### src/rtl/otbn_pc_sequencer_pkg.sv
// rtl/otbn_pc_sequencer_pkg.sv - shared types and constants for the PC sequencer
package otbn_pc_sequencer_pkg;

  // Address width for a memory of the given byte size (at least 1 bit)
  function automatic int vbits(input int value);
    return (value <= 1) ? 1 : $clog2(value);
  endfunction

  localparam int PcSeqImemSizeByte     = 4096;
  localparam int PcSeqImemAddrWidth    = vbits(PcSeqImemSizeByte);
  localparam int LoopStackDepthDefault = 8;

  typedef enum logic [1:0] {
    PcSeqIdle,
    PcSeqRun,
    PcSeqError
  } pc_seq_state_e;

  // end_addr carries one extra bit so an out-of-range loop end is visible
  typedef struct packed {
    logic [PcSeqImemAddrWidth-1:0] start_addr;
    logic [PcSeqImemAddrWidth:0]   end_addr;
    logic [31:0]                   iterations;
  } loop_stack_entry_t;

endpackage

### src/rtl/otbn_pc_seq_loop_stack.sv
// rtl/otbn_pc_seq_loop_stack.sv - hardware loop stack with top-of-stack view
module otbn_pc_seq_loop_stack
  import otbn_pc_sequencer_pkg::*;
#(
  parameter int Depth = LoopStackDepthDefault
) (
  input  logic              clk_i,
  input  logic              rst_ni,
  input  logic              clear_i,
  input  logic              push_i,
  input  loop_stack_entry_t push_entry_i,
  input  logic              pop_i,
  input  logic              dec_iter_i,
  output loop_stack_entry_t top_o,
  output logic              empty_o,
  output logic              full_o
);

  localparam int PtrW = $clog2(Depth + 1);

  loop_stack_entry_t entries_q [Depth];
  logic [PtrW-1:0]   ptr_q;

  assign empty_o = (ptr_q == '0);
  assign full_o  = (ptr_q == PtrW'(Depth));

  // Top entry is the one just below the pointer; zero when empty
  always_comb begin
    top_o = '0;
    for (int i = 0; i < Depth; i++) begin
      if (ptr_q == PtrW'(i + 1)) top_o = entries_q[i];
    end
  end

  // Pointer and entry storage; popped entries keep their contents
  always_ff @(posedge clk_i) begin
    if (!rst_ni) begin
      ptr_q <= '0;
      for (int i = 0; i < Depth; i++) entries_q[i] <= '0;
    end else begin
      if (clear_i) begin
        ptr_q <= '0;
      end else if (push_i && !full_o) begin
        ptr_q <= ptr_q + 1'b1;
      end else if (pop_i && !empty_o) begin
        ptr_q <= ptr_q - 1'b1;
      end
      for (int i = 0; i < Depth; i++) begin
        if (!clear_i && push_i && !full_o && ptr_q == PtrW'(i)) begin
          entries_q[i] <= push_entry_i;
        end else if (!clear_i && dec_iter_i && ptr_q == PtrW'(i + 1)) begin
          entries_q[i].iterations <= entries_q[i].iterations - 32'd1;
        end
      end
    end
  end

endmodule

### src/rtl/otbn_pc_sequencer.sv
// rtl/otbn_pc_sequencer.sv - PC, loop stack and fetch request generation (option: OTBN_PC_SEQ_LOOP_END_BRANCH_CHECK_EN)
module otbn_pc_sequencer
  import otbn_pc_sequencer_pkg::*;
#(
  parameter int  ImemSizeByte   = PcSeqImemSizeByte,
  parameter int  LoopStackDepth = LoopStackDepthDefault,
  localparam int ImemAddrWidth  = vbits(ImemSizeByte)
) (
  input  logic                     clk_i,
  input  logic                     rst_ni,
  input  logic                     start_i,
  input  logic [ImemAddrWidth-1:0] start_addr_i,
  input  logic                     halt_i,
  input  logic                     err_i,
  input  logic                     insn_done_i,
  input  logic                     branch_taken_i,
  input  logic [ImemAddrWidth-1:0] branch_target_i,
  input  logic                     loop_start_i,
  input  logic [31:0]              loop_iterations_i,
  input  logic [11:0]              loop_bodysize_i,
  output logic                     insn_fetch_req_valid_o,
  output logic [ImemAddrWidth-1:0] insn_fetch_req_addr_o,
  output logic                     prefetch_en_o,
  output logic                     prefetch_loop_active_o,
  output logic [31:0]              prefetch_loop_iterations_o,
  output logic [ImemAddrWidth:0]   prefetch_loop_end_addr_o,
  output logic [ImemAddrWidth-1:0] prefetch_loop_jump_addr_o,
  output logic                     busy_o,
  output logic                     loop_err_o
);

  pc_seq_state_e            state_q, state_d;
  logic [ImemAddrWidth-1:0] pc_q, pc_d;
  logic                     loop_err_q, loop_err_d;

  logic              stack_push, stack_pop, stack_dec, stack_clear;
  logic              stack_empty, stack_full;
  loop_stack_entry_t stack_top, push_entry;

  logic [ImemAddrWidth-1:0] pc_plus4;
  logic [31:0]              new_end_full;
  logic                     end_overflow, loop_req, loop_fault, branch_end_fault;
  logic                     at_loop_end, new_err;

  assign pc_plus4     = pc_q + ImemAddrWidth'(4);
  assign new_end_full = 32'(pc_q) + {18'b0, loop_bodysize_i, 2'b00};
  assign end_overflow = |new_end_full[31:ImemAddrWidth];
  assign at_loop_end  = !stack_empty && ({1'b0, pc_q} == stack_top.end_addr);

  assign loop_req   = insn_done_i && loop_start_i && !branch_taken_i;
  assign loop_fault = loop_req && (stack_full || (loop_iterations_i == 32'd0) ||
                                   (loop_bodysize_i == 12'd0) || end_overflow);
`ifdef OTBN_PC_SEQ_LOOP_END_BRANCH_CHECK_EN
  assign branch_end_fault = insn_done_i && branch_taken_i && at_loop_end;
`else
  assign branch_end_fault = 1'b0;
`endif
  assign new_err = loop_fault || branch_end_fault;

  assign push_entry.start_addr = pc_plus4;
  assign push_entry.end_addr   = new_end_full[ImemAddrWidth:0];
  assign push_entry.iterations = loop_iterations_i;

  otbn_pc_seq_loop_stack #(
    .Depth(LoopStackDepth)
  ) u_loop_stack (
    .clk_i       (clk_i),
    .rst_ni      (rst_ni),
    .clear_i     (stack_clear),
    .push_i      (stack_push),
    .push_entry_i(push_entry),
    .pop_i       (stack_pop),
    .dec_iter_i  (stack_dec),
    .top_o       (stack_top),
    .empty_o     (stack_empty),
    .full_o      (stack_full)
  );

  // Next-state, next-PC, stack control and fetch outputs
  always_comb begin
    state_d                = state_q;
    pc_d                   = pc_q;
    loop_err_d             = loop_err_q;
    stack_push             = 1'b0;
    stack_pop              = 1'b0;
    stack_dec              = 1'b0;
    stack_clear            = 1'b0;
    insn_fetch_req_valid_o = 1'b0;
    insn_fetch_req_addr_o  = '0;
    prefetch_en_o          = 1'b0;
    unique case (state_q)
      PcSeqIdle: begin
        prefetch_en_o = start_i;
        if (err_i) begin
          state_d = PcSeqError;
        end else if (start_i) begin
          state_d = PcSeqRun;
          pc_d    = start_addr_i;
        end
      end
      PcSeqRun: begin
        insn_fetch_req_valid_o = 1'b1;
        insn_fetch_req_addr_o  = pc_q;
        prefetch_en_o          = 1'b1;
        if (err_i || new_err) begin
          state_d    = PcSeqError;
          loop_err_d = loop_err_q | new_err;
        end else if (halt_i) begin
          state_d     = PcSeqIdle;
          stack_clear = 1'b1;
        end else if (insn_done_i) begin
          if (branch_taken_i) begin
            pc_d = branch_target_i;
          end else if (loop_start_i) begin
            stack_push = 1'b1;
            pc_d       = pc_plus4;
          end else if (at_loop_end) begin
            if (stack_top.iterations > 32'd1) begin
              stack_dec = 1'b1;
              pc_d      = stack_top.start_addr;
            end else begin
              stack_pop = 1'b1;
              pc_d      = pc_plus4;
            end
          end else begin
            pc_d = pc_plus4;
          end
        end
      end
      PcSeqError: ;
      default: state_d = PcSeqIdle;
    endcase
  end

  // State, PC and sticky loop error registers
  always_ff @(posedge clk_i) begin
    if (!rst_ni) begin
      state_q    <= PcSeqIdle;
      pc_q       <= '0;
      loop_err_q <= 1'b0;
    end else begin
      state_q    <= state_d;
      pc_q       <= pc_d;
      loop_err_q <= loop_err_d;
    end
  end

  assign busy_o                     = (state_q == PcSeqRun);
  assign loop_err_o                 = loop_err_q;
  assign prefetch_loop_active_o     = !stack_empty;
  assign prefetch_loop_iterations_o = stack_top.iterations;
  assign prefetch_loop_end_addr_o   = stack_top.end_addr;
  assign prefetch_loop_jump_addr_o  = stack_top.start_addr;

endmodule

### config.mk
export PLATFORM = sky130hd
export DESIGN_NAME = otbn_pc_sequencer
export DESIGN_NICKNAME = d
export VERILOG_FILES = /design/src/rtl/otbn_pc_sequencer_pkg.sv /design/src/rtl/otbn_pc_seq_loop_stack.sv /design/src/rtl/otbn_pc_sequencer.sv
export SDC_FILE = /design/constraint.sdc
export NUM_CORES = 1
export LEC_CHECK = 0
export CAP_MARGIN = 40
export CORE_ASPECT_RATIO = 0.5
export CORE_MARGIN = 2
export CORE_UTILIZATION = 45
export DETAILED_ROUTE_END_ITERATION = 10
export REMOVE_ABC_BUFFERS = 1
export SLEW_MARGIN = 0
export SYNTH_ARGS = -nofsm -noshare
export SYNTH_HDL_FRONTEND = slang
export SYNTH_SLANG_ARGS = --single-unit
### constraint.sdc
create_clock -name clk_i -period 9.38 [get_ports clk_i]
set_input_delay 0.938 -clock clk_i [delete_from_list [all_inputs] [get_ports clk_i]]
set_output_delay 0.938 -clock clk_i [all_outputs]
set_load 0.05 [all_outputs]
==> results.yml <==
sta:
  timing.clock.skew_ns: 0.01993
  achievable-frequency_mhz: 150.2
  tcrit_tclk_final_pct: 70.97
  max-slew-margin-rel_pct: 39.19
  final_period_minus_worst_setup_slack_ns: 6.657
  fin_hold_ws_ns: 0.4881
  grt_setup_unrepaired: "false"
  setup_ws_ns: 2.723
  final-max-slew-violation-count: 0
  setup_tns_ns: 0
  setup_viol: 0
  max_slew.worst_pin.slew_ns: 0.9093
  final-hold-violation-count: 0
yosys:
  synth_seq_area_share_pct: 48.71
  synth_top_flop_cell: "sky130_fd_sc_hd__edfxtp_1"
  synth_seq_cells: 459
  synth_top_area_share_pct: 47.35
  netlist_instances: 2975
  synth_area_leaders: "sky130_fd_sc_hd__edfxtp_1 (47%), sky130_fd_sc_hd__xnor2_1 (5.8%), sky130_fd_sc_hd__o21ai_0 (5.2%), sky130_fd_sc_hd__nand2_1 (4.7%), sky130_fd_sc_hd__nor2_1 (4.2%)"
  synthMostInstantiatedCell: "sky130_fd_sc_hd__edfxtp_1"
  avgSynthCellArea_um2: 9.380
  async_reset_ff_share_pct: 0
  synth_enable_flop_cells: 440
  post_synth_design_cell_area_um2: 27910
  synth_top_area_cell: "sky130_fd_sc_hd__edfxtp_1"
  synth.yosys.warnings: 0
  yosys-top-cells-count: "sky130_fd_sc_hd__edfxtp_1 (440), sky130_fd_sc_hd__nand2_1 (353), sky130_fd_sc_hd__nor2_1 (313)"
  yosysUniqueCellTypes: 80
route:
  initial_drc_count: 3093
  viasPerCell: 6.331
  detailroute.via_count: 24620
  ant_nets: 0
  wirelength_um: 100500
  drt_drc_violations_left: 0
  detail_route.wl_per_cell_um: 25.83
  dr.pass1.iters: 9
finish:
  antenna_cells_inserted: 0
  fillers: 5679
  stdcell_count: 3889
  postLayoutCoreUtil_pct: 51.92
  design_area_um2: 31770
  area_growth_syn_to_layout_pct: 13.83
  fraction_of_final_layout_cells_sized_beyond_drive_strength_1_pct: 7.278
  design.final.nets: 3127
power_and_ir_drop:
  peakVddDrop_mv: 0.1267
  power_frac_clock_pct: 40.2
  power_mw: 4.647
  sequentialPowerShare_pct: 52.5
  pwr-share-comb_pct: 7.4
  switching_share_of_total_power_pct: 25.19
  power.static_leakage_nw: 10.41
  power_density_relative_to_cell_area_nw_per_um2: 146.3
  internal_power_mw: 3.476
  net_load_switching_power_mw: 1.171
cts:
  hold_fix_buffer_count_after_cts: 0
  max-clock-path-buffers: 3
  clkTransAtPathRegs_ns: 0.07
  cts_setup_buffers: 0
  cts-htree-levels: 2
  worstSkewPairLatency_ns: 0.60
  cts_made_buffers: 46
  clock_tree.root_cell: "sky130_fd_sc_hd__clkbuf_16"
  cts_repair_resize_count: 0
  cts_tree: "yes"
  clock_sinks: 459
critical_path:
  r2r-end: "u_loop_stack.entries_q[0][29]"
  timing.setup.critical_path_class: "reg2reg"
  critical_path_at_ns: 7.08
  critical_path.max_fanout: 50
  end_kind: "flip-flop"
  critical_path_required_ns: 9.80
  regToRegStartpoint: "u_loop_stack.ptr_q[0]"
  worstRegToRegCells: 16
  reg2reg_setup_slack_ns: 2.72
  timing.critical_path.from_type: "flip-flop"
flow_run:
  maxCapViolations: 0
grt:
  grt_remaining_overflow: 0
  grt_usage_pct: 30.66
  grt_first_pass_wirelength_um: 148700
  first_global_vias: 23160
  grt_antenna_before_repair: 1
  grt_max_degree: 66
worst_hold_path:
  hold_end: "loop_err_o"
  min-delay-path-class: "reg2reg"
  hold-path-cell-count: 2
  timing.hold.worst.start: "loop_err_o"
floorplanning:
  rows: 64
  die-area_um2: 64140
  top_level_ports: 150
  die_width_um: 356.2
  fp.coreArea_um2: 61180
  initial_utilization_pct: 45.61
  die_h_um: 180.1
placed_design:
  io_buffers: 149
  routabilityCongestion: 0.9497
  pre_cts_slack_ns: 3.012
  placed_cells_incl_taps: 3804
  place_hpwl_um: 69740
  placedInstanceArea_um2: 30330
run_status:
  run_status: "completed"
-- power groups by stage --
| stage | clock (mW) | sequential (mW) | combinational [mW] |
|---|---|---|---|
| after floorplan | 0 | 2.44 | 0.181 |
| after global placement | 0 | 2.48 | 0.325 |
| after detailed placement | 0 | 2.48 | 0.337 |
| after CTS | 1.87 | 2.43 | 0.339 |
| after global routing | 1.95 | 2.45 | 0.367 |
| final | 1.87 | 2.44 | 0.342 |
-- kinds of logic (layout without fill, tap and decap cells) --
logic type,count (synthesis),count (layout),synth area share (%)
AO/OA/AOI/OAI,798,798,18.06
XOR/XNOR,245,245,7.690
adder cells (fa/ha/maj),24,24,1.103
buffers and inverters,323,407,4.955
flip-flops,459,459,48.71
multiplexers,8,8,0.2914
other,1,6,0.01344
AND/OR/NAND/NOR,1117,1117,19.17
-- layout make-up --
class,count,area [µm²],area share (%)
Clock buffer,57,1214,3.821
Clock inverter,28,220.2,0.6932
Inverter,88,330.3,1.040
Multi-Input combinational cell,2198,13090,41.20
Sequential cell,459,13590,42.79
Tap cell,825,1032,3.250
Timing Repair Buffer,234,2288,7.204
-- per-layer routing --
layer	wire, µm	vias to the layer above	part of all wire (%)	global-route usage (%)
met5	13	-	0.013	0
met1	42510	12090	42	43.33
li1	-	11020	-	-
met2	45210	1279	45	47.59
met3	8659	230	8.6	4.648
met4	4070	2	4.1	11.63
-- flip-flops by register name (all words and copies together), names as in the netlist --
signal,cells
u_loop_stack.entries_q,440
state_q,2
pc_q,12
loop_err_o,1
u_loop_stack.ptr_q,4
-- placed cells by master (no fill, tap or decap), types with 22 or more instances in the layout --
cell                              instances
sky130_fd_sc_hd__a31oi_1                 24
sky130_fd_sc_hd__a21oi_1                159
sky130_fd_sc_hd__buf_4                   67
sky130_fd_sc_hd__xor2_1                  61
sky130_fd_sc_hd__edfxtp_1               440
sky130_fd_sc_hd__nor4_1                  83
sky130_fd_sc_hd__nand3_1                 40
sky130_fd_sc_hd__nor2_1                 304
sky130_fd_sc_hd__a22oi_1                 31
sky130_fd_sc_hd__o21ai_0                288
sky130_fd_sc_hd__nand2b_1                34
sky130_fd_sc_hd__clkdlybuf4s50_1        148
sky130_fd_sc_hd__nand2_1                353
sky130_fd_sc_hd__nand3b_1                22
sky130_fd_sc_hd__or3_1                   23
sky130_fd_sc_hd__a221oi_1                46
sky130_fd_sc_hd__clkbuf_16               47
sky130_fd_sc_hd__xnor2_1                184
sky130_fd_sc_hd__nor3_1                  94
sky130_fd_sc_hd__a211oi_1                43
sky130_fd_sc_hd__inv_1                   85
sky130_fd_sc_hd__or4_1                   38
-- worst max path at each step --
stage / from / to / cells after the start
after floorplan: u_loop_stack.ptr_q[0] / u_loop_stack.entries_q[0][0] / 11
after global placement: u_loop_stack.ptr_q[0] / u_loop_stack.entries_q[1][1] / 14
after detailed placement: u_loop_stack.ptr_q[0] / u_loop_stack.entries_q[1][10] / 16
after CTS: u_loop_stack.ptr_q[0] / u_loop_stack.entries_q[1][10] / 16
after global routing: u_loop_stack.ptr_q[0] / u_loop_stack.entries_q[1][10] / 16
final: u_loop_stack.ptr_q[0] / u_loop_stack.entries_q[0][29] / 16
-- worst max-delay path, cell delays in order (launching register included) --
cell and delay (ns):
sky130_fd_sc_hd__dfxtp_1 0.38, sky130_fd_sc_hd__inv_1 0.21, sky130_fd_sc_hd__ha_2 0.26, sky130_fd_sc_hd__buf_4 0.45, sky130_fd_sc_hd__and3b_2 0.57, sky130_fd_sc_hd__buf_4 0.56, sky130_fd_sc_hd__nor2_1 0.24, sky130_fd_sc_hd__a311oi_1 0.60
sky130_fd_sc_hd__buf_2 0.27, sky130_fd_sc_hd__nor4_1 0.07, sky130_fd_sc_hd__and4_1 0.25, sky130_fd_sc_hd__and3_1 0.46, sky130_fd_sc_hd__nor4_4 0.31, sky130_fd_sc_hd__buf_4 0.58, sky130_fd_sc_hd__nand3_1 0.62, sky130_fd_sc_hd__buf_8 0.36
sky130_fd_sc_hd__o21ai_0 0.18
(Power assumes the default switching activity.)
